## config.mk

```make
export PLATFORM = sky130hd
export DESIGN_NAME = fetch_stage
export DESIGN_NICKNAME = d
export VERILOG_FILES = /design/src/rtl/fetch_stage.sv
export SDC_FILE = /design/constraint.sdc
export NUM_CORES = 1
export LEC_CHECK = 0
export CORE_UTILIZATION = 35
export CTS_CLUSTER_DIAMETER = 60
export DETAILED_ROUTE_END_ITERATION = 7
export PLACE_DENSITY = 0.77
export SYNTH_ARGS = -nofsm -noshare
export SYNTH_HDL_FRONTEND = slang
export SYNTH_SLANG_ARGS = --single-unit
```

## constraint.sdc

```tcl
create_clock -name clock -period 3 [get_ports clock]
set_clock_uncertainty 0.15 [all_clocks]
set_input_delay 0.6 -clock clock [delete_from_list [all_inputs] [get_ports clock]]
set_output_delay 0.6 -clock clock [all_outputs]
set_load 0.005 [all_outputs]
```

## src/rtl/fetch_stage.sv

```systemverilog
// fetch_stage -- instruction fetch plus the F/D pipeline latch.
//
// Holds the fetch PC, drives the instruction-memory address from it, and on
// each advancing edge captures the combinationally-read instruction word
// together with PC+1 into the F/D latch. The latched opcode and ALU-op fields
// are exposed as plain slices for the control decoder.
//
// Ports
//   clock, reset   rising-edge clock, synchronous active-high reset
//   stall          hold PC and F/D latch
//   redirect       load redirect_pc into PC and flush F/D to a bubble
//   redirect_pc    redirect target
//   address_imem   low IMEM_AW bits of pc (combinational)
//   q_imem         instruction word for address_imem, same cycle
//   pc             current fetch PC
//   fd_pc          PC+1 of the instruction held in F/D
//   fd_insn        latched instruction (NOP_INSN when a bubble)
//   fd_valid       1 = real instruction, 0 = bubble
//   fd_opcode      fd_insn[31:27]
//   fd_aluop       fd_insn[6:2]
module fetch_stage #(
  parameter logic [31:0] RESET_PC = 32'h0000_0000,
  parameter int          IMEM_AW  = 12,
  parameter logic [31:0] NOP_INSN = 32'h0000_0000
) (
  input  logic               clock,
  input  logic               reset,
  input  logic               stall,
  input  logic               redirect,
  input  logic [31:0]        redirect_pc,
  output logic [IMEM_AW-1:0] address_imem,
  input  logic [31:0]        q_imem,
  output logic [31:0]        pc,
  output logic [31:0]        fd_pc,
  output logic [31:0]        fd_insn,
  output logic               fd_valid,
  output logic [4:0]         fd_opcode,
  output logic [4:0]         fd_aluop
);

  logic [31:0] r_pc;
  logic [31:0] r_fd_pc;
  logic [31:0] r_fd_insn;
  logic        r_fd_valid;
  logic [31:0] w_pc_inc;

  // Word-addressed; the 32-bit add wraps naturally at 2^32.
  assign w_pc_inc = r_pc + 32'd1;

  // Priority: reset > redirect > stall > advance. A redirect flushes the
  // wrong-path word so exactly one bubble precedes the target instruction.
  always_ff @(posedge clock) begin
    if (reset) begin
      r_pc       <= RESET_PC;
      r_fd_insn  <= NOP_INSN;
      r_fd_pc    <= 32'd0;
      r_fd_valid <= 1'b0;
    end else if (redirect) begin
      r_pc       <= redirect_pc;
      r_fd_insn  <= NOP_INSN;
      r_fd_pc    <= 32'd0;
      r_fd_valid <= 1'b0;
    end else if (!stall) begin
      r_pc       <= w_pc_inc;
      r_fd_insn  <= q_imem;
      r_fd_pc    <= w_pc_inc;
      r_fd_valid <= 1'b1;
    end
  end

  // Upper PC bits are dropped: the memory aliases across its address space.
  assign address_imem = r_pc[IMEM_AW-1:0];
  assign pc           = r_pc;
  assign fd_pc        = r_fd_pc;
  assign fd_insn      = r_fd_insn;
  assign fd_valid     = r_fd_valid;
  // A bubble decodes as an R-type add of $0, which writes nothing.
  assign fd_opcode    = r_fd_insn[31:27];
  assign fd_aluop     = r_fd_insn[6:2];

endmodule

```

==> impl_metrics.json <==
{
  "status": "complete, no violations",
  "drc_errors": 0,
  "crit_fanout": 10,
  "end_kind": "flip-flop",
  "hold_path.class": "flip-flop to flip-flop",
  "critPathKind": "flip-flop to flip-flop",
  "wl_met1_um": 5470,
  "grt_max_degree": 50,
  "max_stage_delay_ps": 620,
  "finalPower_mw": 3.16,
  "synth_area_leader_cell": "dfxtp_1",
  "cts-resized-gates": 0,
  "hold_violations": 0,
  "ant_nets": 0,
  "ys_top_cells_by_area": "dfxtp_1 45%, xnor2_1 7.3%, a22o_1 7.1%, nand2_1 4.3%, buf_4 3.8%",
  "cts_tree": "built",
  "gr-total-overflow": 0,
  "synthDistinctLibCells": 42,
  "crit_arrival_ps": 2620,
  "synth_edf_count": 0,
  "rows": 40,
  "crit_path_frequent_cell": "or3_1",
  "yosysSeqAreaShare_pct": 44.7,
  "core-area_mm2": 0.0121,
  "path_delay_family": "simple AND/OR/NAND/NOR gates",
  "syn_avg_cell_area_um2": 8.99,
  "diodes": 0,
  "cts_hold_buf": 0,
  "clockBufferDepth": 2,
  "drt-initial-drc-count": 248,
  "die_y_um": 113,
  "peakVddDrop_v": 0.000212,
  "layout-drive-gt1-share_pct": 7.32,
  "p_leak_nw": 2.27,
  "final_area_mm2": 0.00659,
  "port_buffers": 186,
  "fin_crit_sh_pct": 84.2,
  "io_pins": 187,
  "dpl_cell_area_mm2": 0.00623,
  "dr.max_layer_used": "met4",
  "worstMarginPinSlew_ps": 739,
  "die_w_um": 113,
  "wl_met2_um": 6270,
  "path_clk_slew_ps": 70,
  "grt_first_pass_wirelength_um": 20800,
  "grt_pass1_vias": 4120,
  "fmaxAchievable_mhz": 396,
  "start_util_pct": 36.0,
  "via_per_inst": 5.02,
  "synth_area_mm2": 0.00434,
  "first_pass_iters": 4,
  "yosysWarnings": 0,
  "synthFlopType": "dfxtp_1",
  "power_density_mw_per_mm2": 479,
  "final_nets": 706,
  "fillers": 1073,
  "crit_buf_inv": 0,
  "ff2ff_setup_slack_ps": 470,
  "path_cells": "ha_1, nand3_4, or3_1, or3_1, xnor2_1, o21a_1",
  "maxCapViolCount": 0,
  "syn_inst": 483,
  "dp.cells": 794,
  "relSlewSlack_pct": 50.3,
  "slowest_stage": "or3_1",
  "wl_per_cell_um": 16.0,
  "dr_wl_met3_um": 936,
  "fin_setup_tns_ps": 0,
  "slew_viol_final": 0,
  "cp_data_required_time_ps": 3090,
  "final_cells": 810,
  "syn2layout_area_growth_pct": 51.6,
  "grt_setup_unrepaired": "no",
  "cts_setup_buffers": 0,
  "async_flop_share_pct": 0,
  "synth.top_cell.area_share_pct": 44.7,
  "synthesis.nets": 552,
  "yosys_register_bits": 97,
  "dieArea_mm2": 0.0129,
  "antenna_found_initial": 0,
  "hpwl_um": 9520,
  "track_usage_pct": 20.6,
  "wirelength_um": 12900,
  "vias": 4064,
  "root_buffer": "clkbuf_16",
  "setup_viol": 0,
  "cts_sinks": 97,
  "htree_levels": 3,
  "critPathLaunchType": "flip-flop",
  "cts_made_buffers": 9,
  "clk_latency_ps": 340,
  "fin_crit_ps": 2530,
  "place.gp.congestion": 0.858
}
worst paths after layout:
kind / from / cells after the start / endpoint
min reg2reg: fd_pc[22] / 2 / fd_pc[22]
max: pc[1] / 6 / pc[12]
max reg2reg: pc[1] / 6 / pc[12]
min: fd_pc[22] / 2 / fd_pc[22]
stage by stage:
stage / utilization (%) / hold slack, ps / setup slack, ps
after global routing: 54.6 / 327 / 311
final: 54.6 / 300 / 475
after detailed placement: 51.7 / 292 / 482
after floorplan: - / 289 / 718
after CTS: 54.6 / 303 / 462
after global placement: 51.7 / 285 / 539
cells by family after synthesis:
logic type,Yosys count,synth area share (%)
DFF,97,44.7
and+or+nand+nor,156,18.7
buffers and inverters,66,8.09
adders and majority gates,1,0.288
xor gates and xnor gates,51,10.3
AOI/OAI and AO/OA,109,17.2
muxes,3,0.691
routing by layer:
layer | track usage (%) | vias to the layer above
met5 | 0 | -
met4 | 6.67 | 0
met3 | 4.89 | 17
met2 | 35.3 | 166
met1 | 25.5 | 1905
li1 | - | 1976
worst min-delay path, stage by stage (launching register included):
cell	delay (ps)
dfxtp_1	310
nand2_1	50
o21ai_1	50
layout by cell type, fill, tap and decap left out, drive strengths merged:
cell type,count
o22ai,4
clkbuf,10
xnor2,36
clkinvlp,1
o21ai,33
nor2,34
ha,1
and3,9
clkinv,3
or3,8
dfxtp,97
nor3b,1
o21bai,2
or4,3
nand4,12
mux2i,3
clkdlybuf4s50,186
a21oi,16
nand2,50
a311oi,2
bufinv,3
nor4,10
o21a,2
nor3,19
xor2,15
inv,6
a22o,35
buf,16
a211oi,14
nand3,9
nor2b,1
o2bb2ai,1
where the power goes:
group | internal, mW | total [mW] | leakage [nW] | switching, mW
Clock | 0.840 | 1.34 | 0.169 | 0.501
Combinational | 0.258 | 0.404 | 1.31 | 0.146
Sequential | 1.34 | 1.41 | 0.793 | 0.0722
area by class of cell:
type / instances / area (um2) / share of cell area (%)
Clock buffer: 10 / 239 / 3.63
Clock inverter: 6 / 115 / 1.75
Inverter: 7 / 26.3 / 0.399
Tap cell: 168 / 210 / 3.19
Multi-Input combinational cell: 320 / 2060 / 31.3
Timing Repair Buffer: 202 / 1990 / 30.3
Sequential cell: 97 / 1940 / 29.5
synthesized netlist by cell type, types with 2 or more instances:
| library cell | instances |
|---|---|
| xor2_1 | 15 |
| a21oi_1 | 16 |
| buf_2 | 4 |
| mux2i_1 | 3 |
| buf_4 | 22 |
| a211oi_1 | 12 |
| a22o_1 | 35 |
| o22ai_1 | 4 |
| or3_1 | 8 |
| o21a_1 | 2 |
| a311oi_1 | 2 |
| or4_4 | 2 |
| a211oi_2 | 2 |
| nor4_1 | 8 |
| and3_1 | 8 |
| xnor2_1 | 36 |
| nor3_1 | 15 |
| nor3_2 | 4 |
| o21bai_1 | 2 |
| inv_1 | 6 |
| buf_1 | 2 |
| dfxtp_1 | 97 |
| nand2_1 | 50 |
| nand3_1 | 8 |
| buf_6 | 2 |
| o21ai_0 | 27 |
| nor2_1 | 34 |
| clkbuf_1 | 28 |
| nand4_1 | 11 |
| o21ai_1 | 6 |
state kept, by name (all words and copies together), names as in the netlist:
| name | count |
|---|---|
| fd_insn | 32 |
| fd_pc | 32 |
| pc | 32 |
| fd_valid | 1 |
No activity file was read; power rests on OpenSTA's default activity.
